**config.mk**
```make
export PLATFORM = sky130hd
export DESIGN_NAME = fwd_scoreboard_flat
export DESIGN_NICKNAME = d
export VERILOG_FILES = /design/src/rtl/fwd_scoreboard_pkg.sv /design/src/rtl/fwd_scoreboard_if.sv /design/src/rtl/fwd_scoreboard_port_sel.sv /design/src/rtl/fwd_scoreboard.sv /design/src/flat_wrapper.sv
export SDC_FILE = /design/constraint.sdc
export NUM_CORES = 1
export LEC_CHECK = 0
export CORE_ASPECT_RATIO = 1.1
export CORE_MARGIN = 8
export CORE_UTILIZATION = 43
export DETAILED_ROUTE_END_ITERATION = 8
export HOLD_SLACK_MARGIN = 0.05
export MAX_ROUTING_LAYER = met4
export PLACE_DENSITY = 0.95
export SYNTH_ARGS = -nofsm -noshare
export SYNTH_HDL_FRONTEND = slang
export SYNTH_HIERARCHICAL = 1
export SYNTH_SLANG_ARGS = --single-unit
```
**constraint.sdc**
```tcl
create_clock -name clk -period 8.55 [get_ports clk]
set_input_delay 1.71 -clock clk [delete_from_list [all_inputs] [get_ports clk]]
set_output_delay 1.71 -clock clk [all_outputs]
set_load 0.01 [all_outputs]
```
**src/rtl/fwd_scoreboard_pkg.sv**
```systemverilog
// fwd_scoreboard_pkg: shared constants and select encoding for the operand forwarding scoreboard
package fwd_scoreboard_pkg;
  localparam logic [1:0] RDY_ALU = 2'd0;
  localparam logic [1:0] RDY_LOAD = 2'd1;
  localparam int unsigned REG_ZERO = 0;
  typedef enum logic [1:0] {SEL_RF, SEL_E, SEL_M, SEL_W} sel_e;
  function automatic logic [1:0] sel_of(input int k);
    return 2'(k + 1);
  endfunction
endpackage

```
**src/rtl/fwd_scoreboard_if.sv**
```systemverilog
// fwd_scoreboard_if: decode-side issue, read-port and forwarding bundle of the scoreboard
interface fwd_scoreboard_if #(
  parameter int DW = 32,
  parameter int AW = 5,
  parameter int NSTAGE = 3,
  parameter int NRD = 2,
  parameter int CW = 32
);
  logic hold;
  logic flush;
  logic iss_valid;
  logic [AW-1:0] iss_dst;
  logic [1:0] iss_rdy;
  logic [NRD*AW-1:0] rd_addr;
  logic [NRD*DW-1:0] rf_data;
  logic [NSTAGE*DW-1:0] stg_data;
  logic [NRD*DW-1:0] rd_data;
  logic [NRD*2-1:0] rd_sel;
  logic stall;
  logic [CW-1:0] stall_cnt;
  modport master (
    output hold, flush, iss_valid, iss_dst, iss_rdy, rd_addr, rf_data, stg_data,
    input rd_data, rd_sel, stall, stall_cnt
  );
  modport slave (
    input hold, flush, iss_valid, iss_dst, iss_rdy, rd_addr, rf_data, stg_data,
    output rd_data, rd_sel, stall, stall_cnt
  );
endinterface

```
**src/rtl/fwd_scoreboard_port_sel.sv**
```systemverilog
// fwd_scoreboard_port_sel: per read port, pick the youngest matching producer or fall back to the register file
module fwd_scoreboard_port_sel import fwd_scoreboard_pkg::*; #(
  parameter int DW = 32,
  parameter int AW = 5,
  parameter int NSTAGE = 3
) (
  input  logic [AW-1:0] addr,
  input  logic [DW-1:0] rf,
  input  logic [NSTAGE-1:0] v,
  input  logic [NSTAGE*AW-1:0] dst,
  input  logic [NSTAGE*2-1:0] rdy,
  input  logic [NSTAGE*DW-1:0] stg,
  output logic [DW-1:0] data,
  output logic [1:0] sel,
  output logic stall
);
  // scan oldest to youngest so the youngest match overwrites the rest
  always_comb begin
    data = rf;
    sel = SEL_RF;
    stall = 1'b0;
    for (int k = NSTAGE - 1; k >= 0; k--)
      if (v[k] && dst[k*AW +: AW] == addr && addr != AW'(REG_ZERO)) begin
        data = k >= int'(rdy[k*2 +: 2]) ? stg[k*DW +: DW] : rf;
        sel = k >= int'(rdy[k*2 +: 2]) ? sel_of(k) : SEL_RF;
        stall = k < int'(rdy[k*2 +: 2]);
      end
  end
endmodule

```
**src/rtl/fwd_scoreboard.sv**
```systemverilog
// fwd_scoreboard: tracks in-flight register writes after decode, forwards the youngest ready result and stalls on unready ones
module fwd_scoreboard import fwd_scoreboard_pkg::*; #(
  parameter int DW = 32,
  parameter int AW = 5,
  parameter int NSTAGE = 3,
  parameter int NRD = 2,
  parameter int CW = 32
) (
  input logic clk,
  input logic rst_n,
  fwd_scoreboard_if.slave bus
);
  logic [NSTAGE-1:0] v;
  logic [NSTAGE*AW-1:0] dst;
  logic [NSTAGE*2-1:0] rdy;
  logic [NRD-1:0] stall_p;
  logic [CW-1:0] cnt;
  logic [1:0] rdy_in;
  logic stall;
  logic live;
  // an out-of-range ready stage behaves as ready at the last tracked stage
  assign rdy_in = int'(bus.iss_rdy) >= NSTAGE ? 2'(NSTAGE - 1) : bus.iss_rdy;
  assign live = bus.iss_valid & ~stall & ~bus.flush & (bus.iss_dst != AW'(REG_ZERO));
  assign stall = |stall_p;
  assign bus.stall = stall;
  assign bus.stall_cnt = cnt;
  for (genvar p = 0; p < NRD; p++) begin : g_port
    fwd_scoreboard_port_sel #(.DW(DW), .AW(AW), .NSTAGE(NSTAGE)) u_sel (
      .addr(bus.rd_addr[p*AW +: AW]),
      .rf(bus.rf_data[p*DW +: DW]),
      .v(v),
      .dst(dst),
      .rdy(rdy),
      .stg(bus.stg_data),
      .data(bus.rd_data[p*DW +: DW]),
      .sel(bus.rd_sel[p*2 +: 2]),
      .stall(stall_p[p])
    );
  end
  always_ff @(posedge clk or negedge rst_n)
    if (!rst_n) begin
      v <= '0;
      dst <= '0;
      rdy <= '0;
      cnt <= '0;
    end else if (!bus.hold) begin
      v <= {v[NSTAGE-2:0], live};
      dst <= {dst[(NSTAGE-1)*AW-1:0], bus.iss_dst};
      rdy <= {rdy[(NSTAGE-1)*2-1:0], rdy_in};
      cnt <= (stall && !(&cnt)) ? cnt + 1'b1 : cnt;
    end
endmodule

```
**src/flat_wrapper.sv**
```systemverilog
// flat-port wrapper written by rule: the top's interface ports become plain ports
module fwd_scoreboard_flat import fwd_scoreboard_pkg::*;
#(
  parameter int DW = 32,
  parameter int AW = 5,
  parameter int NSTAGE = 3,
  parameter int NRD = 2,
  parameter int CW = 32
)
  (clk, rst_n, bus_hold, bus_flush, bus_iss_valid, bus_iss_dst, bus_iss_rdy, bus_rd_addr, bus_rf_data, bus_stg_data, bus_rd_data, bus_rd_sel, bus_stall, bus_stall_cnt);
  fwd_scoreboard_if #(.DW(DW), .AW(AW), .NSTAGE(NSTAGE), .NRD(NRD), .CW(CW)) bus_i ();
  input logic clk;
  input logic rst_n;
  input wire logic [$bits(bus_i.hold)-1:0] bus_hold;
  input wire logic [$bits(bus_i.flush)-1:0] bus_flush;
  input wire logic [$bits(bus_i.iss_valid)-1:0] bus_iss_valid;
  input wire logic [$bits(bus_i.iss_dst)-1:0] bus_iss_dst;
  input wire logic [$bits(bus_i.iss_rdy)-1:0] bus_iss_rdy;
  input wire logic [$bits(bus_i.rd_addr)-1:0] bus_rd_addr;
  input wire logic [$bits(bus_i.rf_data)-1:0] bus_rf_data;
  input wire logic [$bits(bus_i.stg_data)-1:0] bus_stg_data;
  output wire logic [$bits(bus_i.rd_data)-1:0] bus_rd_data;
  output wire logic [$bits(bus_i.rd_sel)-1:0] bus_rd_sel;
  output wire logic [$bits(bus_i.stall)-1:0] bus_stall;
  output wire logic [$bits(bus_i.stall_cnt)-1:0] bus_stall_cnt;
  assign bus_i.hold = bus_hold;
  assign bus_i.flush = bus_flush;
  assign bus_i.iss_valid = bus_iss_valid;
  assign bus_i.iss_dst = bus_iss_dst;
  assign bus_i.iss_rdy = bus_iss_rdy;
  assign bus_i.rd_addr = bus_rd_addr;
  assign bus_i.rf_data = bus_rf_data;
  assign bus_i.stg_data = bus_stg_data;
  assign bus_rd_data = bus_i.rd_data;
  assign bus_rd_sel = bus_i.rd_sel;
  assign bus_stall = bus_i.stall;
  assign bus_stall_cnt = bus_i.stall_cnt;
  fwd_scoreboard #(.DW(DW), .AW(AW), .NSTAGE(NSTAGE), .NRD(NRD), .CW(CW)) u_core (.clk(clk), .rst_n(rst_n), .bus(bus_i));
endmodule
```
After elaboration in Yosys (flattened, before gate mapping)
Cells that the tools add are included.
- add/subtract/negate cells: 1
- order comparisons: 7
- reduce and logical (&&, ||, !) cells: 20
- bitwise operators: 6
- equality and inequality tests: 6
- muxes and demuxes: 28
- operators by type and width (cell ; count):
    $mux 32 ; 12
    $add 32x1->32 const B ; 1
    $reduce_and 32->1 ; 1
    $eq 5x5->1 ; 6
    $mux 2 ; 9
    $reduce_bool 5->1 ; 3
    $logic_and 1x1->1 ; 13
    $mux 1 ; 7
    $ge 1x2->1 const A ; 2
    $lt 1x2->1 const A ; 2
    $and 1x1->1 ; 3
    $not 1->1 ; 3
    $ge 2x2->1 const A ; 1
    $ge 2x2->1 const B ; 1
    $lt 2x2->1 const A ; 1
    $reduce_and 2->1 ; 1
    $reduce_or 2->1 ; 1
    $logic_not 1->1 ; 1
- output and inout port bits: 101
- register bits: 56

Logic depth before layout (Yosys ltp)
Gate-level depths: netlist of the first run.
- word-level depth: 11
- mapped depth: 14

Hierarchy
The synthesis of the first run kept the hierarchy.
- by module, submodules not included (module ; times used ; cells each ; area each (µm²)):
    fwd_scoreboard_port_sel ; 2 ; 198 ; 1315.0
    fwd_scoreboard ; 1 ; 201 ; 2506.2

Worst setup path before layout of the first run
Ideal clock, no wire load.
- path type: in2out
- start point: input bus_rd_addr[7]
- end point: output bus_stall
- cell stages on the path: 10
- slack: 3436 ps
- arrival: 3404 ps
- buffers on the path: 2
- cells stage by stage: or4_4 > o211ai_2 > or2_2 > buf_4 > buf_2 > o21ai_0 > o21ai_0 > a21oi_1 > nor2_1 > inv_1
- cells in the longest elaborated chain, start to end: 7
- ends and longest elaborated chain (what ; RTL line ; RTL):
    start, declared ; flat_wrapper.sv:19 ; input wire logic [$bits(bus_i.rd_addr)-1:0] bus_rd_addr;
    $eq 5x5->1 ; fwd_scoreboard_port_sel.sv:23 ; if (v[k] && dst[k*AW +: AW] == addr && addr != AW'(REG_ZERO)) begin
    $logic_and 1x1->1 (2 in a row) ; fwd_scoreboard_port_sel.sv:23 ;
    $mux 1 (2 in a row) ; fwd_scoreboard_port_sel.sv:23 ;
    $mux 1 (*) ; fwd_scoreboard_port_sel.sv:23 ;
    net u_core.stall_p[1] ; fwd_scoreboard.sv:16 ; logic [NRD-1:0] stall_p;
    $reduce_or 2->1 (*) ; fwd_scoreboard.sv:24 ; assign stall = |stall_p;
    end, declared ; flat_wrapper.sv:24 ; output wire logic [$bits(bus_i.stall)-1:0] bus_stall;
The timed path passes the listed nets; every way through them passes the cells marked *.

Final worst setup path of the first run
- start point: input bus_rd_addr[7]
- end point: output bus_rd_data[40]
- cells in the longest elaborated chain, start to end: 6
- ends and longest elaborated chain (what ; RTL line ; RTL):
    $eq 5x5->1 ; fwd_scoreboard_port_sel.sv:23 ;
    $logic_and 1x1->1 (2 in a row) ; fwd_scoreboard_port_sel.sv:23 ;
    $mux 32 (2 in a row) ; fwd_scoreboard_port_sel.sv:23 ;
    $mux 32 (*) ; fwd_scoreboard_port_sel.sv:23 ;
    end, declared ; flat_wrapper.sv:22 ; output wire logic [$bits(bus_i.rd_data)-1:0] bus_rd_data;
Every way passes the cells marked *; elsewhere a longest branch is shown, timed or not.

==> flow_results.org, run 1 <==
** Run status
- Run status :: finished clean

** Synth
- Total of warnings raised by yosys :: 6
- Dominant register cell in the synthesized netlist :: dfrtp_1
- Synthesis inferred 56 register bits.
- Number of distinct standard cells referenced by the synthesized netlist :: 48
- Area of the mapped netlist :: 5140 µm²
- Synthesis produced a netlist with a net count of 780.
- Synthesized instance count :: 597
- Yosys mapped a number of flops with a built-in enable equal to 0.
- A synthesized cell averages 8.60 µm².
- Share of flip-flops with an asynchronous set or reset :: 100%
- Proportion of synthesized chip area in sequential cells :: 27.3%

** Setup path
- The worst register-to-register path has a depth of 10.
- Launch instance of the worst register-to-register path :: u_core/dst[9]
- Critical path destination :: bus_rd_data[40]
- Critical path's slowest cell :: mux2i_4
- Worst path required time :: 6.84 ns
- Crit-path most repeated cell :: clkdlybuf4s50_1
- For the worst setup path, the data arrival time is 5.43 ns.
- Cell-by-cell listing of the critical path :: clkdlybuf4s50_1 -> or4_4 -> o211ai_2 -> o2111ai_4 -> o21a_4 -> mux2i_4 -> o21a_1 -> clkdlybuf4s50_1
- Worst-case register-to-register setup slack :: 5.27 ns
- Crit start category :: input pin
- The worst setup path is of the in2out kind.
- Maximum fanout encountered on the critical timing path :: 33
- Critical Path Sink Type :: output port
- On the worst path, the slowest cell contributes a delay of 0.77 ns.
- The critical path starts at bus_rd_addr[7].
- The endpoint identified for the worst register-to-register timing path is u_core/bus.stall_cnt[1].

** Timing
- Period utilisation layout :: 83.5%
- Number of slew-limit violations in the final report :: 0
- Setup total negative slack on the finished layout was measured at 0 ns.
- Maximum clock skew at final layout :: 0.00529 ns
- Worst slew pin tran :: 1.04 ns
- Max-Slew Margin vs Limit :: 29.2%
- Final-report setup violation count :: 0
- The total count of hold-check failures in the final report is 0.
- Maximum clock rate :: 140 MHz
- Subtracting the final worst setup slack from the clock period gives 7.14 ns.
- Setup repair after global routing left no endpoint under its margin.

** Layout
- The top cell types in the final layout, fill and taps aside, are clkdlybuf4s50_1 (281), o21ai_0 (126), o32ai_1 (62), o21a_1 (62), dfrtp_1 (55).
- FF+latch area :: 1400 µm²
- The multi-input combinational cells in the finished layout cover a total of 3410 µm².
- In the final layout, the share of cells above drive strength 1 is 8.02%.
- Cells fill 68.2% of the core in the end.
- Number of fill cells :: 896
- Post-synthesis to final-layout area growth :: 57.0%
- Number of nets in the layout :: 1017
- Leading cell type in the layout, fill and taps excluded :: clkdlybuf4s50_1

** Drt
- Total detailed-routing wirelength :: 22.8 mm
- In the routed design, unresolved DRC markers number 0.
- In the final routed layout, each cell accounts on average for 23.0 µm.
- Dividing the detail-routed via count by the number of cells gives 6.16.
- After the first detailed-routing iteration, the DRC count stood at 969.
- Across all layers, the routed design uses 6112 vias.
- In this run the remaining antenna-violating nets after routing total 0.
- Number of detailed-route iterations in the first pass :: 5

** Place
- IO Port Bufs :: 282
- Once detailed placement completed, the half-perimeter wirelength came to 17.8 mm.
- Routability Congestion :: 0.987

** GRT
- Combined global-route utilization of all metal layers :: 27.6%
- Entering global routing, the biggest net connects 65 pins.
- The number of antenna violations at the first check in global routing was 2.
- Number of global-route vias before repair :: 5823
- Global routing finished with a remaining overflow of 0.
- Wire length of the first global-routing pass :: 33.6 mm

** Floorplan
- The floorplan step set the die width to 120 µm.
- The initial utilization of the core area, before any placement, comes to 43.4%.
- Core box area :: 11800 µm²
- After floorplanning, the core was divided into 42 placement rows.
- Top-level port count :: 283
- Die Area :: 15700 µm²
- From bottom edge to top edge, the die measures 131 µm.

** Pwr
- Power density normalized to cell area :: 104 nW/µm²
- Worst IR drop on VDD :: 0.000132 V
- Lkg Pwr :: 2.79 nW

** Clock tree
- For the worst-skew pair, the clock arrives at the later sink with an insertion delay of 0.29 ns.
- Clock-pin slew was measured on the worst setup and hold paths at 0.07 ns.
- Count of hold buffers inserted by post-cts repair :: 0
- The clock drives 56 sinks.
- Number of clock buffers inserted by TritonCTS :: 5
- Master cell of the clock root buffer :: clkbuf_16
- TritonCTS clock tree :: done
- The number of setup buffers added after CTS is 0.
- The H-tree generated during clock tree synthesis spans 2 levels.
- Once the clock tree was built, the resizer swapped 0 gates to a different size.
- Counting along the longest clock path gives a buffer depth of 2.

** Min path
- Kind of path behind the tightest hold check :: reg2reg
- Depth of the worst hold-timing path :: 1

** Job
- The tool flagged a number of max-cap violations equal to 0.
[power by group]
group / switching (mW) / internal, mW
sequential: 0.0255 / 0.285
combinational: 0.138 / 0.186
clock: 0.0961 / 0.111
total: 0.260 / 0.581
[per-stage QoR]
| stage | worst slack (ns) | power, mW | hold slack [ns] | cell area, µm² | std cells |
|---|---|---|---|---|---|
| 2_1_floorplan | 3.44 | 0.450 | 0.475 | 5140 | 597 |
| 3_3_place_gp | 1.56 | 0.629 | 0.478 | 7910 | 981 |
| 3_5_place_dp | 1.47 | 0.636 | 0.484 | 7910 | 981 |
| 4_1_cts | 1.47 | 0.845 | 0.503 | 8060 | 989 |
| 5_1_grt | 1.25 | 0.880 | 0.518 | 8060 | 991 |
| 6_report | 1.41 | 0.842 | 0.497 | 8070 | 992 |
[cells by family after synthesis]
family | count (synthesis) | share of synthesized area (%)
buffers and inverters | 67 | 6.99
flip-flops | 56 | 27.3
AO/OA/AOI/OAI | 271 | 35.6
multiplexers | 27 | 6.31
XOR/XNOR | 61 | 10.4
AND/OR/NAND/NOR | 114 | 13.2
adder cells (fa/ha/maj) | 1 | 0.244
[final cells by class]
type / count / share of cell area (%)
multi-input combinational: 474 / 42.3
antenna: 3 / 0.0931
clock buffer: 5 / 1.55
timing repair buffer: 290 / 35.7
inverter: 7 / 0.326
sequential: 56 / 17.4
clock inverter: 3 / 0.310
tap: 154 / 2.39
[worst max-delay path, delay by kind of cell]
family / cells / cell delay (ns)
compound gates: 4 / 1.29
buf+inv: 2 / 1.03
mux: 1 / 0.77
simple gates: 1 / 0.59
[flip-flops by register name, summed over array words and instances, names as in the netlist]
signal / cells
u_core/rdy: 6
u_core/v: 3
u_core/bus.stall_cnt: 32
u_core/dst: 15
[Yosys cell counts (all sizes together) (4+ instances only)]
library cell  count  area share [%]
o21ai           130              13
o21a             64             9.6
o32ai            62              11
dfrtp            56              27
xnor2            51             8.7
clkbuf           31             2.3
buf              29             4.2
nand2            24             1.8
mux2             23             5.0
nand4            22             2.7
nand3            15             1.5
nor2             15             1.1
xor2             10             1.7
inv               7            0.51
nor3              6            0.58
or2               6            0.73
and4              5            0.95
nor4              5             1.3
and3              4            0.49
mux2i             4             1.3
o22ai             4            0.49
[metal layers]
metal  GRT usage, %  up-vias  part of all wire, %
met5              -        -                    0
li1               -     2786                    -
met1           32.9     2904                   40
met2           47.2      380                   49
met4           5.44        0                  1.9
met3           6.10       42                  9.5
[worst min path at each step]
stage | to | start | slack [ns]
3_5_place_dp | u_core/bus.stall_cnt[22] | u_core/bus.stall_cnt[22] | 0.48
4_1_cts | u_core/bus.stall_cnt[31] | u_core/bus.stall_cnt[31] | 0.50
5_1_grt | u_core/bus.stall_cnt[22] | u_core/bus.stall_cnt[22] | 0.52
3_3_place_gp | u_core/bus.stall_cnt[12] | u_core/bus.stall_cnt[12] | 0.48
2_1_floorplan | u_core/rdy[4] | u_core/rdy[2] | 0.47
6_report | u_core/bus.stall_cnt[31] | u_core/bus.stall_cnt[31] | 0.50
Power figures use the tool's default switching activity.
==> inputs of run 2 (changes only) <==
--- a/config.mk
+++ b/config.mk
@@ -7,11 +7,11 @@
 export LEC_CHECK = 0
 export CORE_ASPECT_RATIO = 1.1
 export CORE_MARGIN = 8
-export CORE_UTILIZATION = 43
+export CORE_UTILIZATION = 36
 export DETAILED_ROUTE_END_ITERATION = 8
 export HOLD_SLACK_MARGIN = 0.05
 export MAX_ROUTING_LAYER = met4
-export PLACE_DENSITY = 0.95
+export PLACE_DENSITY = 0.85
 export SYNTH_ARGS = -nofsm -noshare
 export SYNTH_HDL_FRONTEND = slang
 export SYNTH_HIERARCHICAL = 1
==> constraint.sdc (replaced) <==
create_clock -name clk -period 5.7 [get_ports clk]
set_input_delay 1.14 -clock clk [delete_from_list [all_inputs] [get_ports clk]]
set_output_delay 1.14 -clock clk [all_outputs]
set_load 0.01 [all_outputs]
==> run 2 against run 1 <==
Register-to-register slack worse by 2.6 ns; first-iteration DRC count down 38%; cell count up 4.6%; critical path depth up 1; count of clock-buffer cells in the layout unchanged; design area up 1.6%; global-route usage down 2.9 points; non-clock buffer count up 9; utilization down 9.0 points; setup slack worse by 1.2 ns.
==> flow_results.org, run 2 (synthesis gave the netlist of run 1 again) <==
** Run status
- The run finished with clean final reports.

** Clock tree
- In this run the number of H-tree levels came out at 2.
- After clock tree synthesis, the flow added hold-fix buffers numbering 0.
- TritonCTS clock tree :: done
- TritonCTS created 5 clock buffers.
- Clk sinks :: 56
- Number of gates resized after CTS :: 0
- Buffers added to address setup during post-CTS repair amount to 0.
- Maximum clock insertion buffer count :: 2
- In this run the clock root is driven by a clkbuf_16.
- The clock reaches the later pin of the worst-skew pair after 0.29 ns.
- Clock transition at the registers of the reported paths :: 0.07 ns

** Setup path
- Setup slack on the worst reg-to-reg path comes out at 2.66 ns.
- Of all nets on the critical path, the largest fanout is 32.
- Launch instance of the worst register-to-register path :: u_core/dst[9]
- At the worst endpoint, the required time is 4.56 ns.
- STA classifies the critical path endpoint as an output port.
- For the worst flop-to-flop path, the logic depth is 12.
- Worst endpoint data arrival time :: 4.32 ns
- The endpoint identified for the worst register-to-register timing path is u_core/bus.stall_cnt[1].
- The critical path in this run is classified as in2out.
- The worst setup path is launched from an input pin.

** Drt
- After detailed routing, the wire length on met1 is 8.87 mm.
- Via count :: 6026
- Routed length on met2 :: 11.6 mm
- Total detailed-routing wirelength :: 23.5 mm
- Post-route DRC violation count :: 0
- The first detailed-routing pass ran for 5 iterations.
- DRC violation total after the first TritonRoute iteration :: 596
- In this run the remaining antenna-violating nets after routing total 0.
- Vias per std cell :: 5.81
- Routed length on met3 :: 2.35 mm
- In the final routed layout, each cell accounts on average for 22.6 µm.
- Top sig layer :: met4

** Place
- After legalization and detailed placement, the total HPWL measured 18.5 mm.
- Routability Congestion :: 0.972
- IO Port Bufs :: 282

** Floorplan
- The die is 141 µm tall.
- The initial utilization of the core area, before any placement, comes to 37.1%.
- Die Area :: 18300 µm²
- For this design the top-level I/O count stands at 283.
- In this run the core area contains 45 standard-cell rows.
- The total area inside the core boundary comes to 13900 µm².
- Width of the chip :: 130 µm

** GRT
- Entering global routing, the biggest net connects 65 pins.
- The number of antenna violations at the first check in global routing came to 6.
- Combined global-route utilization of all metal layers :: 24.6%
- Wire length of the first global-routing pass :: 34.6 mm
- The via count of the first global-routing pass came to 5813.
- Total overflow reported by the global router :: 0

** Timing
- Summed over all failing endpoints, the final setup total negative slack is 0 ns.
- The clock period could shrink to 5.46 ns.
- Maximum clock skew at final layout :: 0.00449 ns
- The final-report max-slew violation count was 0.
- The total count of hold-check failures in the final report was 0.
- Worst slew pin tran :: 0.986 ns
- Final-report setup violation count :: 0
- For this run, the top clock speed supported by timing is 183 MHz.
- Of the available clock period, the critical path in the final layout requires 95.8%.
- Headroom to the max-slew limit came out at 32.9%.
- Setup repair after global routing missed its margin :: false

** Pwr
- VDD sags by at most 0.000126 V.
- Overall power consumption after layout is estimated at 1.27 mW.
- Lkg Pwr :: 2.84 nW
- In this run the power density over the cells is 155 nW/µm².

** Layout
- Summing all multi-input logic gate instances after layout gives 3400 µm².
- From synthesis to final layout, the design area changed by 59.6%.
- The layout has 1253 filler cells.
- FF+latch area :: 1400 µm²
- After the last flow step, the layout net total stands at 1026.
- Commonest cells after routing, fill and taps aside :: clkdlybuf4s50_1 (281), o21ai_0 (126), o32ai_1 (62), o21a_1 (62), dfrtp_1 (55)
- Fraction of layout cells with a size suffix above 1 :: 9.00%
- The register with the most flip-flops in the layout has 32 of them.
- Leaving out fill and tap cells, the most frequent cell in the layout is clkdlybuf4s50_1.

** Min path
- The path with the worst hold slack has its endpoint at u_core/bus.stall_cnt[19].
- The tightest min-delay check is of the reg2reg type.
- Along the worst hold path, the cell count comes to 1.
- The worst hold path begins at u_core/bus.stall_cnt[19].

** Job
- Max-cap violations in this run came to 0.
-- run 2: stage by stage --
stage	std cells	util [%]	instance area (µm²)	hold WS [ns]	setup slack, ns
2_1_floorplan	597	-	5140	0.475	1.73
3_3_place_gp	1024	58.0	8030	0.482	0.313
3_5_place_dp	1024	58.0	8030	0.485	0.305
4_1_cts	1032	59.1	8180	0.504	0.311
5_1_grt	1038	59.2	8200	0.509	0.156
6_report	1038	59.2	8200	0.502	0.238
-- run 2: critical path, stage by stage --
cell             delay [ns]
clkdlybuf4s50_1        0.50
or4_4                  0.59
o211a_1                0.29
o2111ai_2              0.13
buf_4                  0.40
o32ai_1                0.17
o21ai_0                0.37
o21a_1                 0.18
clkdlybuf4s50_1        0.54
-- run 2: layout make-up --
class | count | area share, %
antenna | 6 | 0.183
multi-input combinational | 474 | 41.4
clock inverter | 3 | 0.305
clock buffer | 5 | 1.53
tap | 188 | 2.87
inverter | 7 | 0.321
sequential | 56 | 17.1
timing repair buffer | 299 | 36.2
-- run 2: how the worst max path moves through the flow --
stage              startpoint               to  slack, ns  cells past startpoint
2_1_floorplan  bus_rd_addr[7]        bus_stall       1.73                     10
3_3_place_gp   bus_rd_addr[7]  bus_rd_data[53]       0.31                      9
3_5_place_dp   bus_rd_addr[7]  bus_rd_data[53]       0.31                      9
4_1_cts        bus_rd_addr[7]  bus_rd_data[53]       0.31                      9
5_1_grt        bus_rd_addr[7]  bus_rd_data[55]       0.16                      8
6_report       bus_rd_addr[7]  bus_rd_data[53]       0.24                      9
-- run 2: report_power, final --
group	switching (mW)	internal (mW)	leakage, nW
Clock	0.148	0.166	0.0709
Combinational	0.199	0.282	2.03
Sequential	0.0462	0.427	0.734
Total	0.393	0.875	2.84
-- run 2: layer usage --
metal | vias up | GRT usage (%)
met3 | 42 | 6.63
li1 | 2788 | -
met2 | 334 | 41.3
met4 | 0 | 8.81
met5 | - | -
met1 | 2862 | 27.5
==> inputs of run 3 (changes only) <==
--- a/config.mk
+++ b/config.mk
@@ -5,13 +5,16 @@
 export SDC_FILE = /design/constraint.sdc
 export NUM_CORES = 1
 export LEC_CHECK = 0
+export ABC_AREA = 1
 export CORE_ASPECT_RATIO = 1.1
 export CORE_MARGIN = 8
-export CORE_UTILIZATION = 36
+export CORE_UTILIZATION = 44
+export CTS_CLUSTER_DIAMETER = 40
 export DETAILED_ROUTE_END_ITERATION = 8
+export GPL_ROUTABILITY_DRIVEN = 0
 export HOLD_SLACK_MARGIN = 0.05
 export MAX_ROUTING_LAYER = met4
-export PLACE_DENSITY = 0.85
+export PLACE_DENSITY = 0.87
 export SYNTH_ARGS = -nofsm -noshare
 export SYNTH_HDL_FRONTEND = slang
 export SYNTH_HIERARCHICAL = 1
==> run 3 against run 2 <==
Cell count rose by 100%; maximum frequency rose by 9.6%; global-route usage rose by 4.9 points; first-iteration DRC count rose by 100%; sequential power fell by 2%; count of clock-buffer cells in the layout rose by 3; clock power barely moved; synthesized area rose by 70%; synthesized cell count rose to 2.7 times the previous value; total power rose by 24%; design area rose by 42%; clock skew barely moved; largest cell class unchanged; highest routed layer unchanged.
==> flow_results.org, run 3 <==
** Run status
- Run status :: finished clean

** Synth
- Dominant register cell in the synthesized netlist :: dfrtp_1
- Share of synthesized area spent on multiplexers :: 8.25%
- Area share of xor/xnor cells in the synthesized design :: 2.21%
- Simple-gate share of the synthesized area :: 52.7%
- Proportion of synthesized chip area in sequential cells :: 16.1%
- Total of warnings raised by yosys :: 6
- Number of distinct standard cells referenced by the synthesized netlist :: 35
- In this run the mean area of a mapped cell was 5.36 µm².
- Post-synth top area share :: 36.0%
- Area of the mapped netlist :: 8710 µm²
- Dominant cell by count in the synthesized netlist :: nand2_1
- Summed over all instances, the cell type with the most area after synthesis is nand2_1.
- EDFF count, synth :: 0
- After synthesis, the largest family of logic cells by area is simple AND/OR/NAND/NOR gates.
- After Yosys synthesis, full adders, half adders and majority gates account for 0.144% of the synthesized area.
- Synthesized instance count :: 1626
- Leading cell types by total area after synthesis :: nand2_1 (36%), dfrtp_1 (16%), nand3_1 (8.7%)
- Counting every net in the synthesized netlist gives 1809.
- In this run, synthesis produced a sequential element count of 56.
- Sorting the synthesized cells by how often they occur yields nand2_1 (835), nand3_1 (152), o21ai_0 (143).
- The synthesized netlist devotes 9.27% of its cell area to compound gates.
- Of all flip-flops after synthesis, the portion carrying an async set or reset was 100%.

** Layout
- The library cell used most frequently in the layout, excluding fill and tap cells, is nand2_1.
- Largest register FFs :: 32
- From synthesis to final layout, the design area changed by 33.9%.
- Number of nets in the layout :: 2023
- Cells with a size suffix above 1 make up 7.12% of the layout.
- Commonest cells after routing, fill and taps aside :: nand2_1 (833), clkdlybuf4s50_1 (281), nand3_1 (152), o21ai_0 (143), inv_1 (116)
- Summing all flip-flop and latch instances after layout gives 1400 µm².
- Number of fill cells :: 1909
- Final core area utilization :: 59.5%
- Multi-input gate area :: 6340 µm²
- Cell area after layout :: 11700 µm²

** Clock tree
- CTS built an H-tree with a depth of 2.
- The tree built by TritonCTS fans out to 56 sinks.
- Post-CTS timing repair inserted 0 buffers for setup.
- Latest clock arrival within the worst-skew pair :: 0.29 ns
- Clock transition at the registers of the reported paths :: 0.07 ns
- Counting the buffers created by CTS gives 5.
- TritonCTS built the clock tree.
- Master cell of the clock root buffer :: clkbuf_16
- In this run the deepest clock path goes through 2 buffers.
- The number of gates resized after CTS was 0.
- Buffers inserted to repair hold after CTS numbered 0.

** Timing
- Maximum clock rate :: 201 MHz
- Setup slack on the critical path of the routed design comes to 0.715 ns.
- Worst slew pin tran :: 1.19 ns
- Shortest clock period the worst path allows after layout :: 4.98 ns
- Setup repair after global routing missed its margin :: false
- The worst path uses 87.5% of the clock period.
- Setup violations remaining at the end of the flow were counted as 0.
- The final-report max-slew violation count is 0.
- The total count of hold-check failures in the final report is 0.
- Summed over all failing endpoints, the final setup total negative slack is 0 ns.
- Max-Slew Margin vs Limit :: 20.1%
- Maximum clock skew at final layout :: 0.00465 ns

** Min path
- Kind of path behind the tightest hold check :: reg2reg

** Setup path
- Worst-case register-to-register setup slack :: 2.45 ns
- The worst setup path is launched from an input pin.
- The worst setup path is of the in2out kind.
- In this run the critical register-to-register path is captured at u_core/bus.stall_cnt[5].
- Along the worst path, the maximum fanout reaches 33.
- Critical Path Sink Type :: output port
- Data arrives at the worst endpoint at 3.84 ns.
- In this run the worst setup path begins at bus_rd_addr[9].
- The worst register-to-register path has a depth of 14.
- Launch instance of the worst register-to-register path :: u_core/dst[8]
- Worst path required time :: 4.56 ns
- In this run the worst setup path terminates at bus_stall.

** Floorplan
- The floorplan has 54 rows.
- Width of the chip :: 150 µm
- The die is 164 µm tall.
- In this run the count of I/O pins placed on the die edge is 283.
- Effective utilization at floorplan :: 44.4%
- The die covers 24600 µm².
- The core region is 19600 µm².

** Drt
- Post-route DRC violation count :: 0
- Summing over every cut layer, the via total after detailed routing is 11600.
- Per-cell routed wire length :: 17.5 µm
- Total detailed-routing wirelength :: 36.6 mm
- The first detailed-routing pass ran for 7 iterations.
- Remaining antenna violation count after routing :: 0
- The first routing iteration left 1215 violations.
- Using the TritonRoute via totals, the vias-per-cell ratio works out to 5.55.

** Pwr
- Lkg Pwr :: 5.88 nW
- Across the VDD grid, the largest voltage drop is 0.000227 V.
- Power density normalized to cell area :: 135 nW/µm²

** GRT
- Pin count of the biggest net entering global routing :: 67
- Summed over all layers, the global routing overflow is 0.
- Wire length of the first global-routing pass :: 57.2 mm
- Combined global-route utilization of all metal layers :: 29.5%
- Initial antenna violation count :: 2
- Number of global-route vias before repair :: 11100

** Place
- Before CTS, the worst setup slack after placement is 0.805 ns.
- Once placement finished, the instance area stood at 11500 µm².
- Post-DP HPWL :: 26.6 mm
- IO Port Bufs :: 282

** Job
- Across the run, the number of max-cap violations was 0.
## run 3: report_power, final
| part | internal, mW | switching [mW] |
|---|---|---|
| registers | 0.421 | 0.0443 |
| clock network | 0.176 | 0.138 |
| logic | 0.361 | 0.433 |
| total | 0.958 | 0.616 |
## run 3: through the flow
step	hold WS (ns)	cells	total power [mW]
6_report	0.486	2095	1.57
5_1_grt	0.527	2095	1.67
4_1_cts	0.483	2093	1.56
3_5_place_dp	0.464	2085	1.25
3_3_place_gp	0.452	2085	1.24
2_1_floorplan	0.442	1626	0.881
## run 3: routing by layer
| layer | wire (µm) | global-route usage (%) | part of all wire [%] | vias to the layer above |
|---|---|---|---|---|
| met3 | 4130 | 4.77 | 11 | 156 |
| met5 | 0 | - | 0 | - |
| met2 | 17200 | 48.7 | 47 | 782 |
| met1 | 13600 | 34.3 | 37 | 5153 |
| li1 | - | - | - | 5538 |
| met4 | 1730 | 14.4 | 4.7 | 0 |
## run 3: worst min-delay path by stage
stage,end,depth (start not counted),slack [ns],start
5_1_grt,u_core/rdy[4],2,0.53,u_core/rdy[2]
6_report,u_core/rdy[4],2,0.49,u_core/rdy[2]
3_3_place_gp,u_core/rdy[4],2,0.45,u_core/rdy[2]
3_5_place_dp,u_core/rdy[4],2,0.46,u_core/rdy[2]
4_1_cts,u_core/rdy[4],2,0.48,u_core/rdy[2]
2_1_floorplan,u_core/rdy[4],2,0.44,u_core/rdy[2]
## run 3: cell families after synthesis
kind of cell,count (synthesis)
AO/OA/AOI/OAI,157
buffers and inverters,219
adder cells (fa/ha/maj),1
flip-flops,56
XOR/XNOR,22
AND/OR/NAND/NOR,1107
multiplexers,64
## run 3: layout make-up
cell class                 count  share of cell area [%]
clock buffer                   8                    1.26
tap                          252                    2.70
timing repair buffer         304                    25.7
antenna                        2                  0.0429
sequential                    56                    12.0
multi-input combinational   1351                    54.4
inverter                     122                    3.93
## run 3: worst max-delay path, cell delays in order
cell	delay, ns
clkdlybuf4s50_1	0.47
xnor2_1	0.22
nand2_1	0.12
nor3_4	0.25
buf_4	0.42
nand3_1	0.12
nand2_1	0.11
inv_1	0.04
a21boi_1	0.19
nor2_1	0.14
inv_1	0.09
clkdlybuf4s50_1	0.54
